`config.mk`:
```
export PLATFORM = sky130hd
export DESIGN_NAME = fpu_issue_ctrl
export DESIGN_NICKNAME = d
export VERILOG_FILES = /design/src/rtl/fpu_issue_ctrl.sv
export SDC_FILE = /design/constraint.sdc
export NUM_CORES = 1
export LEC_CHECK = 0
export ABC_AREA = 1
export CORE_ASPECT_RATIO = 1.4
export CORE_MARGIN = 2
export CORE_UTILIZATION = 50
export DETAILED_ROUTE_END_ITERATION = 8
export DONT_BUFFER_PORTS = 1
export PLACE_DENSITY = 0.68
export SLEW_MARGIN = 15
export SYNTH_ARGS = -nofsm -noshare
export SYNTH_HDL_FRONTEND = slang
export SYNTH_SLANG_ARGS = --single-unit
```
`constraint.sdc`:
```
create_clock -name clk_i -period 2.25 [get_ports clk_i]
set_clock_uncertainty 0.15 [all_clocks]
set_input_delay 0.3375 -clock clk_i [delete_from_list [all_inputs] [get_ports clk_i]]
set_output_delay 0.3375 -clock clk_i [all_outputs]
set_load 0.005 [all_outputs]
```
`src/rtl/fpu_issue_ctrl.sv`:
```
// Issue controller between the FPU top level and its add/mult/div units: decomposes a packed
// single-precision request, hands it to one unit, waits for a fresh result (or times out) and returns it.
module fpu_issue_ctrl #(
   parameter int TIMEOUT_CYCLES = 255
) (
   input  logic        clk_i,
   input  logic        rst_ni,
   input  logic        req_valid_i,
   output logic        req_ready_o,
   input  logic [1:0]  op_i,
   input  logic [31:0] x_i,
   input  logic [31:0] y_i,
   input  logic [6:0]  rounding_mode_i,
   output logic [2:0]  unit_ready_o,
   output logic [6:0]  rounding_mode_o,
   output logic        x_sign_o,
   output logic        y_sign_o,
   output logic [7:0]  x_exp_o,
   output logic [7:0]  y_exp_o,
   output logic [22:0] x_frac_o,
   output logic [22:0] y_frac_o,
   output logic        x_greater_o,
   output logic [7:0]  exp_shift_o,
   output logic        x_infinity_o,
   output logic        y_infinity_o,
   output logic        x_nan_o,
   output logic        y_nan_o,
   input  logic [2:0]  unit_valid_i,
   input  logic [31:0] add_z_i,
   input  logic [31:0] mult_z_i,
   input  logic [31:0] div_z_i,
   input  logic [2:0]  unit_invalid_i,
   input  logic [2:0]  unit_overflow_i,
   output logic        rsp_valid_o,
   input  logic        rsp_ready_i,
   output logic [31:0] z_o,
   output logic        except_invalid_operation_o,
   output logic        except_overflow_o,
   output logic        except_timeout_o
);

   localparam int CNT_W = $clog2(TIMEOUT_CYCLES + 1);
   localparam logic [1:0] OP_SUB = 2'd1;
   localparam logic [1:0] OP_MULT = 2'd2;
   localparam logic [1:0] OP_DIV = 2'd3;
   localparam logic [31:0] TIMEOUT_Z = 32'h7FFF_FFFF;

   typedef enum logic [1:0] {
      IDLE,
      ISSUE,
      WAIT,
      RESPOND
   } state_t;

   state_t state, state_nxt;
   logic [1:0] op;
   logic seen_low;
   logic [CNT_W-1:0] timer;
   logic [2:0] target;
   logic tgt_valid;
   logic [31:0] tgt_z;
   logic capture;
   logic expire;

   function automatic logic [2:0] unit_onehot(input logic [1:0] o);
      case (o)
         OP_MULT: unit_onehot = 3'b010;
         OP_DIV:  unit_onehot = 3'b100;
         default: unit_onehot = 3'b001;
      endcase
   endfunction

   function automatic logic [7:0] exp_distance(input logic [7:0] a, input logic [7:0] b);
      logic signed [8:0] d;
      d = $signed({1'b0, a}) - $signed({1'b0, b});
      exp_distance = (d < 0) ? 8'(-d) : 8'(d);
   endfunction

   function automatic logic is_inf(input logic [31:0] v);
      is_inf = (v[30:23] == 8'hFF) && (v[22:0] == 23'd0);
   endfunction

   function automatic logic is_nan(input logic [31:0] v);
      is_nan = (v[30:23] == 8'hFF) && (v[22:0] != 23'd0);
   endfunction

   assign target = unit_onehot(op);
   assign tgt_valid = |(unit_valid_i & target);

   always_comb begin
      tgt_z = add_z_i;
      case (target)
         3'b010:  tgt_z = mult_z_i;
         3'b100:  tgt_z = div_z_i;
         default: tgt_z = add_z_i;
      endcase
   end

   // A valid that was already high when the wait began belongs to the previous operation,
   // so a result is only taken once the target valid has been seen low at least once.
   assign capture = (state == WAIT) && tgt_valid && seen_low;
   assign expire = (state == WAIT) && !capture && (timer == CNT_W'(1));

   assign req_ready_o = (state == IDLE);
   assign rsp_valid_o = (state == RESPOND);
   assign unit_ready_o = (state == ISSUE) ? target : 3'b000;

   always_comb begin
      state_nxt = state;
      case (state)
         IDLE:    if (req_valid_i) state_nxt = ISSUE;
         ISSUE:   state_nxt = WAIT;
         WAIT:    if (capture || expire) state_nxt = RESPOND;
         RESPOND: if (rsp_ready_i) state_nxt = IDLE;
         default: state_nxt = IDLE;
      endcase
   end

   always_ff @(posedge clk_i or negedge rst_ni) begin
      if (!rst_ni) begin
         state <= IDLE;
         op <= 2'd0;
         seen_low <= 1'b0;
         timer <= '0;
         rounding_mode_o <= 7'd0;
         x_sign_o <= 1'b0;
         y_sign_o <= 1'b0;
         x_exp_o <= 8'd0;
         y_exp_o <= 8'd0;
         x_frac_o <= 23'd0;
         y_frac_o <= 23'd0;
         x_greater_o <= 1'b0;
         exp_shift_o <= 8'd0;
         x_infinity_o <= 1'b0;
         y_infinity_o <= 1'b0;
         x_nan_o <= 1'b0;
         y_nan_o <= 1'b0;
         z_o <= 32'd0;
         except_invalid_operation_o <= 1'b0;
         except_overflow_o <= 1'b0;
         except_timeout_o <= 1'b0;
      end else begin
         state <= state_nxt;
         case (state)
            IDLE: begin
               if (req_valid_i) begin
                  op <= op_i;
                  rounding_mode_o <= rounding_mode_i;
                  x_sign_o <= x_i[31];
                  y_sign_o <= (op_i == OP_SUB) ? ~y_i[31] : y_i[31];
                  x_exp_o <= x_i[30:23];
                  y_exp_o <= y_i[30:23];
                  x_frac_o <= x_i[22:0];
                  y_frac_o <= y_i[22:0];
                  // magnitude compare on {exp,frac}, so the SUB sign flip cannot affect it
                  x_greater_o <= (x_i[30:0] > y_i[30:0]);
                  exp_shift_o <= exp_distance(x_i[30:23], y_i[30:23]);
                  x_infinity_o <= is_inf(x_i);
                  y_infinity_o <= is_inf(y_i);
                  x_nan_o <= is_nan(x_i);
                  y_nan_o <= is_nan(y_i);
               end
            end
            ISSUE: begin
               seen_low <= 1'b0;
               timer <= CNT_W'(TIMEOUT_CYCLES);
            end
            WAIT: begin
               timer <= timer - CNT_W'(1);
               if (!tgt_valid) seen_low <= 1'b1;
               if (capture) begin
                  z_o <= tgt_z;
                  except_invalid_operation_o <= |(unit_invalid_i & target);
                  except_overflow_o <= |(unit_overflow_i & target);
                  except_timeout_o <= 1'b0;
               end else if (expire) begin
                  z_o <= TIMEOUT_Z;
                  except_invalid_operation_o <= 1'b0;
                  except_overflow_o <= 1'b0;
                  except_timeout_o <= 1'b1;
               end
            end
            default: ;
         endcase
      end
   end

endmodule

```
After elaboration in Yosys (flattened, before gate mapping). Index checks and enable logic that the tools add are counted.

$add $sub $neg: 3. $mul: 0. Divide/modulo/power cells: 0. Order comparisons: 2. Equality and inequality tests: 15. Shift operators: 0. Muxes and demuxes: 19. Bitwise operators: 4. Reduce and logical (&&, ||, !) cells: 24.

Operators by type and width (number): 32-bit 2-to-1 mux (2); 32-bit one-hot mux with 2 select lines (1); 23-bit logical NOT (2); 23-bit nonzero test (2); 31-bit greater-than comparator (1); 8-bit equality test (second input constant) (2); 8-bit one-hot mux with 2 select lines (1); 3-bit AND (3); 9-bit by 1-bit less-than comparator with 1-bit output (second input constant) (1); 3-bit OR reduction (3); 8-bit by 8-bit subtractor with 9-bit output (1); 2-bit equality test (second input constant) (4); 8-bit by 1-bit equality test with 1-bit output (second input constant) (1); 1-bit logical AND (8); 8-bit 2-to-1 mux (1); 8-bit negator (1); 2-bit one-hot mux with 4 select lines (1); 8-bit by 1-bit subtractor with 8-bit output (second input constant) (1); 1-bit 2-to-1 mux (7); 2-bit 2-to-1 mux (3); 3-bit one-hot mux with 2 select lines (1); 2-bit AND reduction (3); 2-bit by 1-bit equality test with 1-bit output (second input constant) (2); 2-bit by 1-bit inequality test with 1-bit output (second input constant) (2); other kinds (11) (13).

Register bits: 132. Latch bits: 0. Bits in writable memories: 0. ROM bits: 0. Bits of input ports: 182. Logic and storage cells: 88. Memories: 0.

Longest topological paths before layout. Gate-level depths: netlist of run 1.

Word-level depth: 12. Gate-level depth with buffers: 15.

Worst setup path before layout of run 1. Ideal clock, no wire load.

Kind: in2reg. From: input port x_i[23]. To: register exp_shift_o[6]. Library setup time: 0.118 ns. Data arrival time: 1.858 ns. Required time: 1.982 ns. Slack: 0.124 ns. Stages: 15. Path buffers: 0. Path through: inv_1 > ha_1 > inv_1 > fa_1 > inv_1 > ha_1 > inv_1 > nor2_1 > nand3_1 > nor2_1 > nand2_1 > nand2_1 > nand2_1 > nand3_1 > nand2_1.

Longest elaborated chain between the ends: 3. Elaborated cells between the ends (all ways): 4.

RTL lines: start: declaration (line 11) `input logic [31:0] x_i,`; 8-bit by 8-bit subtractor with 9-bit output (*) (line 75) `d = $signed({1'b0, a}) - $signed({1'b0, b});`; 8-bit negator or 9-bit by 1-bit less-than comparator with 1-bit output (tied branches) (line 76) `exp_distance = (d < 0) ? 8'(-d) : 8'(d);`; 8-bit 2-to-1 mux (*) (line 76); end signal: assignment (line 157) `exp_shift_o <= exp_distance(x_i[30:23], y_i[30:23]);`; end: declaration (line 23) `output logic [7:0] exp_shift_o,`.

Mark *: on every way between the ends. The rest lies on a longest branch, timed or not. A chain may end at the register's enable or synchronous reset.

Final worst setup path of run 1.
From: input port y_i[30]. To: register exp_shift_o[3].

Longest elaborated chain between the ends: 3.

RTL lines: start: declaration (line 12) `input logic [31:0] y_i,`; 8-bit by 8-bit subtractor with 9-bit output (line 75); 9-bit by 1-bit less-than comparator with 1-bit output (line 76); 8-bit 2-to-1 mux (line 76).

No other way between the ends.

==> results of run 1 <==
layer usage:
layer | GRT usage [%] | wire length, um | vias up
met4 | 19.5 | 1500 | 0
met2 | 55.5 | 12000 | 384
met1 | 31.7 | 8330 | 3326
met3 | 13.7 | 2550 | 126
met5 | 0 | 0 | -
li1 | - | - | 3270
worst reg2reg max path: cells and delay by family, from the launching register on:
kind,cells,cell delay [ns]
AND/OR/NAND/NOR,4,0.46
flip-flops,1,0.41
buffers and inverters,3,0.36
adder cells (fa/ha/maj),1,0.28
AO/OA/AOI/OAI,1,0.26
flip-flops by register name (all words and copies together) (netlist names), 2 cells and up:
| name | count |
|---|---|
| op | 2 |
| y_exp_o | 8 |
| state | 2 |
| x_exp_o | 8 |
| z_o | 32 |
| timer | 8 |
| rounding_mode_o | 7 |
| x_frac_o | 23 |
| exp_shift_o | 8 |
| y_frac_o | 23 |
stage by stage:
stage	hold slack [ns]	TNS [ns]	setup WS [ns]
after floorplan	-0.108	0	0.124
after global placement	-0.104	0	0.0375
after detailed placement	-0.104	0	0.00172
after CTS	-0.540	0	0.0804
after global routing	-0.554	-0.0297	-0.0146
final	-0.525	0	0.148
synthesized netlist by cell type:
cell / number / area, sq um
inv_2: 2 / 7.51
or3b_2: 1 / 8.76
clkinv_1: 1 / 3.75
buf_2: 4 / 20.0
o22ai_1: 1 / 6.26
a21oi_2: 1 / 8.76
a22o_1: 3 / 26.3
o21a_1: 1 / 7.51
nor2_8: 1 / 20.0
or2_2: 1 / 6.26
dfrtp_1: 132 / 3300
xor2_1: 2 / 17.5
and2_1: 1 / 6.26
clkbuf_1: 26 / 97.6
inv_1: 95 / 357
fa_1: 1 / 20.0
o21ai_1: 2 / 10.0
nand2_1: 290 / 1090
a22oi_1: 1 / 7.51
nand2_2: 1 / 6.26
nand3_1: 66 / 330
nor4_1: 9 / 56.3
buf_1: 5 / 18.8
nor3_1: 5 / 25.0
inv_4: 1 / 6.26
nor2_1: 61 / 229
a41oi_1: 31 / 272
and2_4: 1 / 8.76
a21oi_1: 22 / 110
nand3b_1: 4 / 30.0
a31oi_1: 1 / 6.26
o21bai_1: 2 / 15.0
buf_6: 3 / 33.8
ha_1: 40 / 500
o21ai_0: 66 / 330
nand4_1: 15 / 93.8
cell type report:
type	count	area (sq um)	area share (%)
Sequential cell	132	3300	34.7
Clock inverter	12	166	1.75
Timing Repair Buffer	175	1710	18.0
Clock buffer	20	457	4.80
Tap cell	185	231	2.43
Antenna cell	2	5.00	0.0526
Inverter	99	377	3.96
Multi-Input combinational cell	630	3270	34.3
power by group through the flow:
stage	Sequential, uW	Clock, uW	Combinational [uW]
6_report	4440	2890	3230
5_1_grt	4520	3030	3660
4_1_cts	4390	2940	3090
3_5_place_dp	4420	0	2860
3_3_place_gp	4410	0	2780
2_1_floorplan	4020	0	2240
logic make-up after synthesis:
logic type | Yosys count
AND/OR/NAND/NOR | 456
buffers and inverters | 137
flip-flops | 132
AO/OA/AOI/OAI | 131
adder cells (fa/ha/maj) | 41
XOR/XNOR | 2
worst paths after layout:
| kind | slack [ns] | depth (start not counted) | start | to |
|---|---|---|---|---|
| setup / recovery | 0.15 | 12 | y_i[30] | exp_shift_o[3] |
| hold reg to reg | 0.36 | 2 | timer[7] | timer[7] |
| setup reg to reg | 0.20 | 9 | state[0] | z_o[0] |
| min in group clk_i | 0 | 2 | y_i[15] | y_frac_o[15] |
| hold / removal | -0.53 | 0 | rst_ni | z_o[5] |
| max in group asynchronous | 2.29 | 0 | rst_ni | rounding_mode_o[6] |
timing repair:
item                       in CTS  in global routing
hold endpoints to repair      229                132
gates resized for setup         0                  2
setup endpoints to repair       0                 13
setup buffers                   0                  4
==> flow_metrics.py, run 1 <==
metrics = {
    "final_layout": {
        "layout_common_cells": "nand2_1, dlygate4sd3_1, dfrtp_1, inv_1",
        "stdcell_count": 1255,
        "fin_nets": 1278,
        "post-route-util_pct": 68.4,
        "drive_gt1_share_pct": 5.81,
        "final_common_cell": "nand2_1",
        "fillerInstances": 1025,
        "area_delta_synth_final_pct": 34.2,
        "final_area_sq_um": 9520,
    },
    "die": {
        "design.portCount": 306,
        "rows": 51,
        "start_util_pct": 51.0,
        "core_sq_um": 13900,
        "die_h_um": 145,
        "die_w_um": 105,
        "dieArea_sq_um": 15200,
    },
    "power_and_ir_drop": {
        "max-vdd-ir-drop_v": 0.000569,
        "intPower_uw": 6450,
        "combPwrFrac_pct": 30.6,
        "swShare_pct": 38.9,
        "power.total_uw": 10600,
        "p_sw_uw": 4110,
        "powerDensity_nw_per_um2": 1110,
        "p_clk_share_pct": 27.3,
        "p_leak_uw": 0.00462,
        "seqPwrFrac_pct": 42.0,
    },
    "place": {
        "io_buffers": 0,
        "dp_hpwl_um": 16100,
        "post-place-cells": 1062,
        "gp_congestion": 0.896,
        "placed_cell_area_sq_um": 7300,
    },
    "setup_path": {
        "cp-start-kind": "primary input",
        "cpPeakStageDelay_ns": 0.54,
        "critPathKind": "in -> reg",
        "worst-path-buf-inv": 4,
        "cp.required_ns": 2.40,
        "cp_top_family": "buffers and inverters",
        "cp-end-kind": "flop",
        "worstPathMaxFanout": 6,
        "path_cells": "dlygate4sd3_1 -> inv_1 -> ha_1 -> a21oi_1 -> o21ai_0 -> inv_1 -> nand2_2 -> inv_2 -> o21ai_1 -> or2_2 -> nand3_1 -> nand2_1",
        "cpMaxStageDelayCell": "dlygate4sd3_1",
        "arrival_ns": 2.25,
        "critPathMostFrequentCell": "inv_1",
    },
    "cts": {
        "htree_levels": 4,
        "path_clk_slew_ns": 0.06,
        "clk_latency_ns": 0.40,
        "postCtsHoldBufs": 155,
        "cts_tree": "built",
        "numCtsBuffers": 17,
        "cts-root-buf": "clkbuf_16",
        "clock-sinks": 132,
        "cts.path.max_buffers": 2,
    },
    "logic_synthesis": {
        "syn-instance-count": 899,
        "syn_area_per_cell_sq_um": 7.89,
        "synthAdderAreaFrac_pct": 7.34,
        "synth-compound-area-share_pct": 11.3,
        "synth_xor_xnor_area_share_pct": 0.247,
        "synth-simple-area-share_pct": 26.9,
        "synthMuxAreaShare_pct": 0,
        "synth_top_family_by_area": "simple AND/OR/NAND/NOR gates",
        "syn-num-nets": 1122,
        "synth_seq_cells": 132,
        "yosysWarnings": 0,
        "synth.distinct_cells": 36,
        "syn_area_sq_um": 7090,
        "ys_seq_area_share_pct": 46.6,
    },
    "route": {
        "wl_um": 24400,
        "drt-initial-drc-count": 547,
        "drt-pass1-iter-count": 5,
        "drc": 0,
        "dr_total_vias": 7106,
        "vias_per_cell": 5.66,
        "postRouteAntennaNets": 0,
        "avgRoutedWirePerCell_um": 19.4,
    },
    "timing": {
        "max_freq_ghz": 0.476,
        "hold_viol": 132,
        "hold_slack_ns": -0.525,
        "period_minus_slack_ns": 2.10,
        "tightest_slew_ns": 0.481,
        "rsz0062_at_grt": "yes",
        "drv_slew": 0,
        "finalCritPeriodShare_pct": 93.4,
        "slew_headroom_pct": 67.6,
        "setup_viol": 0,
    },
    "grt": {
        "antenna_found_initial": 2,
        "globalRouteTotalUtil_pct": 32.2,
        "grt.overflow.total": 0,
        "grt_pass1_wl_um": 38300,
        "grt_max_degree": 133,
        "grt_pass1_vias": 7344,
    },
    "job": {
        "maxCapViolCount": 0,
    },
    "min_path": {
        "hold_class": "in -> async",
    },
    "outcome": {
        "violations": "negative hold slack",
        "status": "complete, but fails checks",
    },
}
No activity file was read; power rests on OpenSTA's default activity.
==> run 2, diff against run 1 <==
Settings changed: CORE_ASPECT_RATIO 1.4 to unset.
==> run 2 against run 1 <==
Via count down 2.1%; routed wire length shrank 2.4%; utilization decreased by 0.36 points; worst setup slack got worse by 0.017 ns; critical path depth rose by 2; largest cell class unchanged; first-iteration DRC count up 12%; the flow still finishes with violations (negative hold slack); clock power fell by 13%; critical path type unchanged.
==> flow_metrics.py, run 2 (synthesis results as in run 1) <==
metrics = {
    "cts": {
        "clock-sinks": 132,
        "clk_latency_ns": 0.42,
        "path_clk_slew_ns": 0.06,
        "cts.path.max_buffers": 2,
        "numCtsBuffers": 17,
        "htree_levels": 4,
        "cts-root-buf": "clkbuf_16",
        "cts_tree": "built",
        "postCtsHoldBufs": 158,
    },
    "grt": {
        "grt_pass1_wl_um": 35500,
        "grt_max_degree": 133,
        "grt_pass1_vias": 6739,
        "antenna_found_initial": 1,
        "globalRouteTotalUtil_pct": 30.6,
        "grt.overflow.total": 0,
    },
    "route": {
        "postRouteAntennaNets": 0,
        "top_layer": "met5",
        "drt-pass1-iter-count": 8,
        "wl_met2_um": 11600,
        "drt-initial-drc-count": 615,
        "dr_total_vias": 6957,
        "wl_um": 23800,
        "drc": 0,
        "avgRoutedWirePerCell_um": 19.1,
        "drt-met1-wl_um": 8840,
        "vias_per_cell": 5.59,
        "wl_met3_um": 2270,
    },
    "setup_path": {
        "startpoint": "y_i[29]",
        "worstPathMaxFanout": 7,
        "cp.required_ns": 2.40,
        "reg2reg_depth": 11,
        "cp-end-kind": "flop",
        "cp-start-kind": "primary input",
        "arrival_ns": 2.27,
        "crit_path_end": "exp_shift_o[4]",
        "r2r-start": "state[1]",
        "critPathKind": "in -> reg",
        "rr_endpoint": "timer[7]",
        "ff2ff_setup_slack_ns": 0.22,
    },
    "power_and_ir_drop": {
        "combPwrFrac_pct": 31.8,
        "p_clk_share_pct": 24.8,
        "p_leak_uw": 0.00457,
        "powerDensity_nw_per_um2": 1070,
        "power.total_uw": 10100,
        "max-vdd-ir-drop_v": 0.000598,
        "p_sw_uw": 3990,
        "swShare_pct": 39.5,
        "intPower_uw": 6110,
        "seqPwrFrac_pct": 43.5,
    },
    "die": {
        "core_sq_um": 13900,
        "die_h_um": 123,
        "start_util_pct": 51.1,
        "rows": 43,
        "dieArea_sq_um": 15200,
        "design.portCount": 306,
        "die_w_um": 123,
    },
    "place": {
        "placed_cell_area_sq_um": 7280,
        "io_buffers": 0,
        "gp_congestion": 0.890,
        "dp_hpwl_um": 15200,
    },
    "final_layout": {
        "multi_input_area_sq_um": 3290,
        "seq_area_sq_um": 3300,
        "final_common_cell": "nand2_1",
        "reg_top3": "z_o (32), x_frac_o (23), y_frac_o (23)",
        "drive_gt1_share_pct": 6.01,
        "fillerInstances": 1048,
        "top_register": "z_o",
        "largest_reg_flops": 32,
        "diodes": 0,
        "fin_nets": 1277,
        "area_delta_synth_final_pct": 33.2,
        "post-route-util_pct": 68.1,
        "final_area_sq_um": 9450,
        "layout_common_cells": "nand2_1, dlygate4sd3_1, dfrtp_1, inv_1",
    },
    "timing": {
        "hold_slack_ns": -0.536,
        "drv_slew": 0,
        "rsz0062_at_grt": "yes",
        "finalCritPeriodShare_pct": 94.2,
        "period_minus_slack_ns": 2.12,
        "slew_headroom_pct": 65.9,
        "hold_viol": 132,
        "setup_viol": 0,
        "tightest_slew_ns": 0.512,
        "max_freq_ghz": 0.472,
    },
    "outcome": {
        "status": "complete, but fails checks",
        "violations": "negative hold slack",
    },
    "job": {
        "maxCapViolCount": 0,
    },
    "min_path": {
        "hold_class": "in -> async",
    },
}
run 2: final cells by class:
cell class	count	share of cell area, %
clock inverters	9	0.596
multi-input cells	630	34.9
flip-flops and latches	132	35.0
inverters	99	3.99
repair buffers	174	18.1
well taps	180	2.38
clock buffers	21	5.08
run 2: worst min path at each step:
stage | start | slack (ns) | endpoint
floorplan | rst_ni | -0.11 | except_invalid_operation_o
global placement | rst_ni | -0.10 | z_o[6]
detailed placement | rst_ni | -0.10 | except_overflow_o
CTS | rst_ni | -0.55 | z_o[6]
global route | rst_ni | -0.56 | except_overflow_o
finish | rst_ni | -0.54 | z_o[6]
run 2: metrics by stage:
| stage | setup WS, ns | instances | hold slack (ns) | TNS (ns) |
|---|---|---|---|---|
| CTS | 0.0921 | 1244 | -0.553 | 0 |
| global placement | 0.0387 | 1056 | -0.104 | 0 |
| global route | -0.0694 | 1245 | -0.557 | -0.0694 |
| detailed placement | 0.00487 | 1056 | -0.105 | 0 |
| finish | 0.131 | 1245 | -0.536 | 0 |
| floorplan | 0.124 | 899 | -0.108 | 0 |
run 2: repair_timing:
action	CTS	global route
buffers inserted	0	1
endpoints found under the hold margin	229	132
resized for setup	0	11
setup endpoints to repair	0	9
run 2: power by group through the flow:
stage	Combinational, uW	Clock [uW]	Sequential (uW)
floorplan	2240	0	4020
global placement	2770	0	4360
detailed placement	2850	0	4370
CTS	3090	2540	4350
global route	3600	2660	4470
finish	3210	2500	4390
run 2: metal layers:
metal / GRT usage, % / vias up
met2: 50.1 / 387
met1: 35.0 / 3214
li1: - / 3266
met3: 11.3 / 88
met5: 0 / -
met4: 15.9 / 2
run 2: worst max-delay path: stages:
cell and delay [ns]:
dlygate4sd3_1 0.55, inv_1 0.09, ha_4 0.29, nand2_1 0.10, inv_2 0.08, nand3_2 0.08, inv_2 0.08, nand2_1 0.06
nand2_2 0.12, inv_2 0.04, buf_4 0.15, a21oi_1 0.11, nand3b_1 0.11, nand2_1 0.06
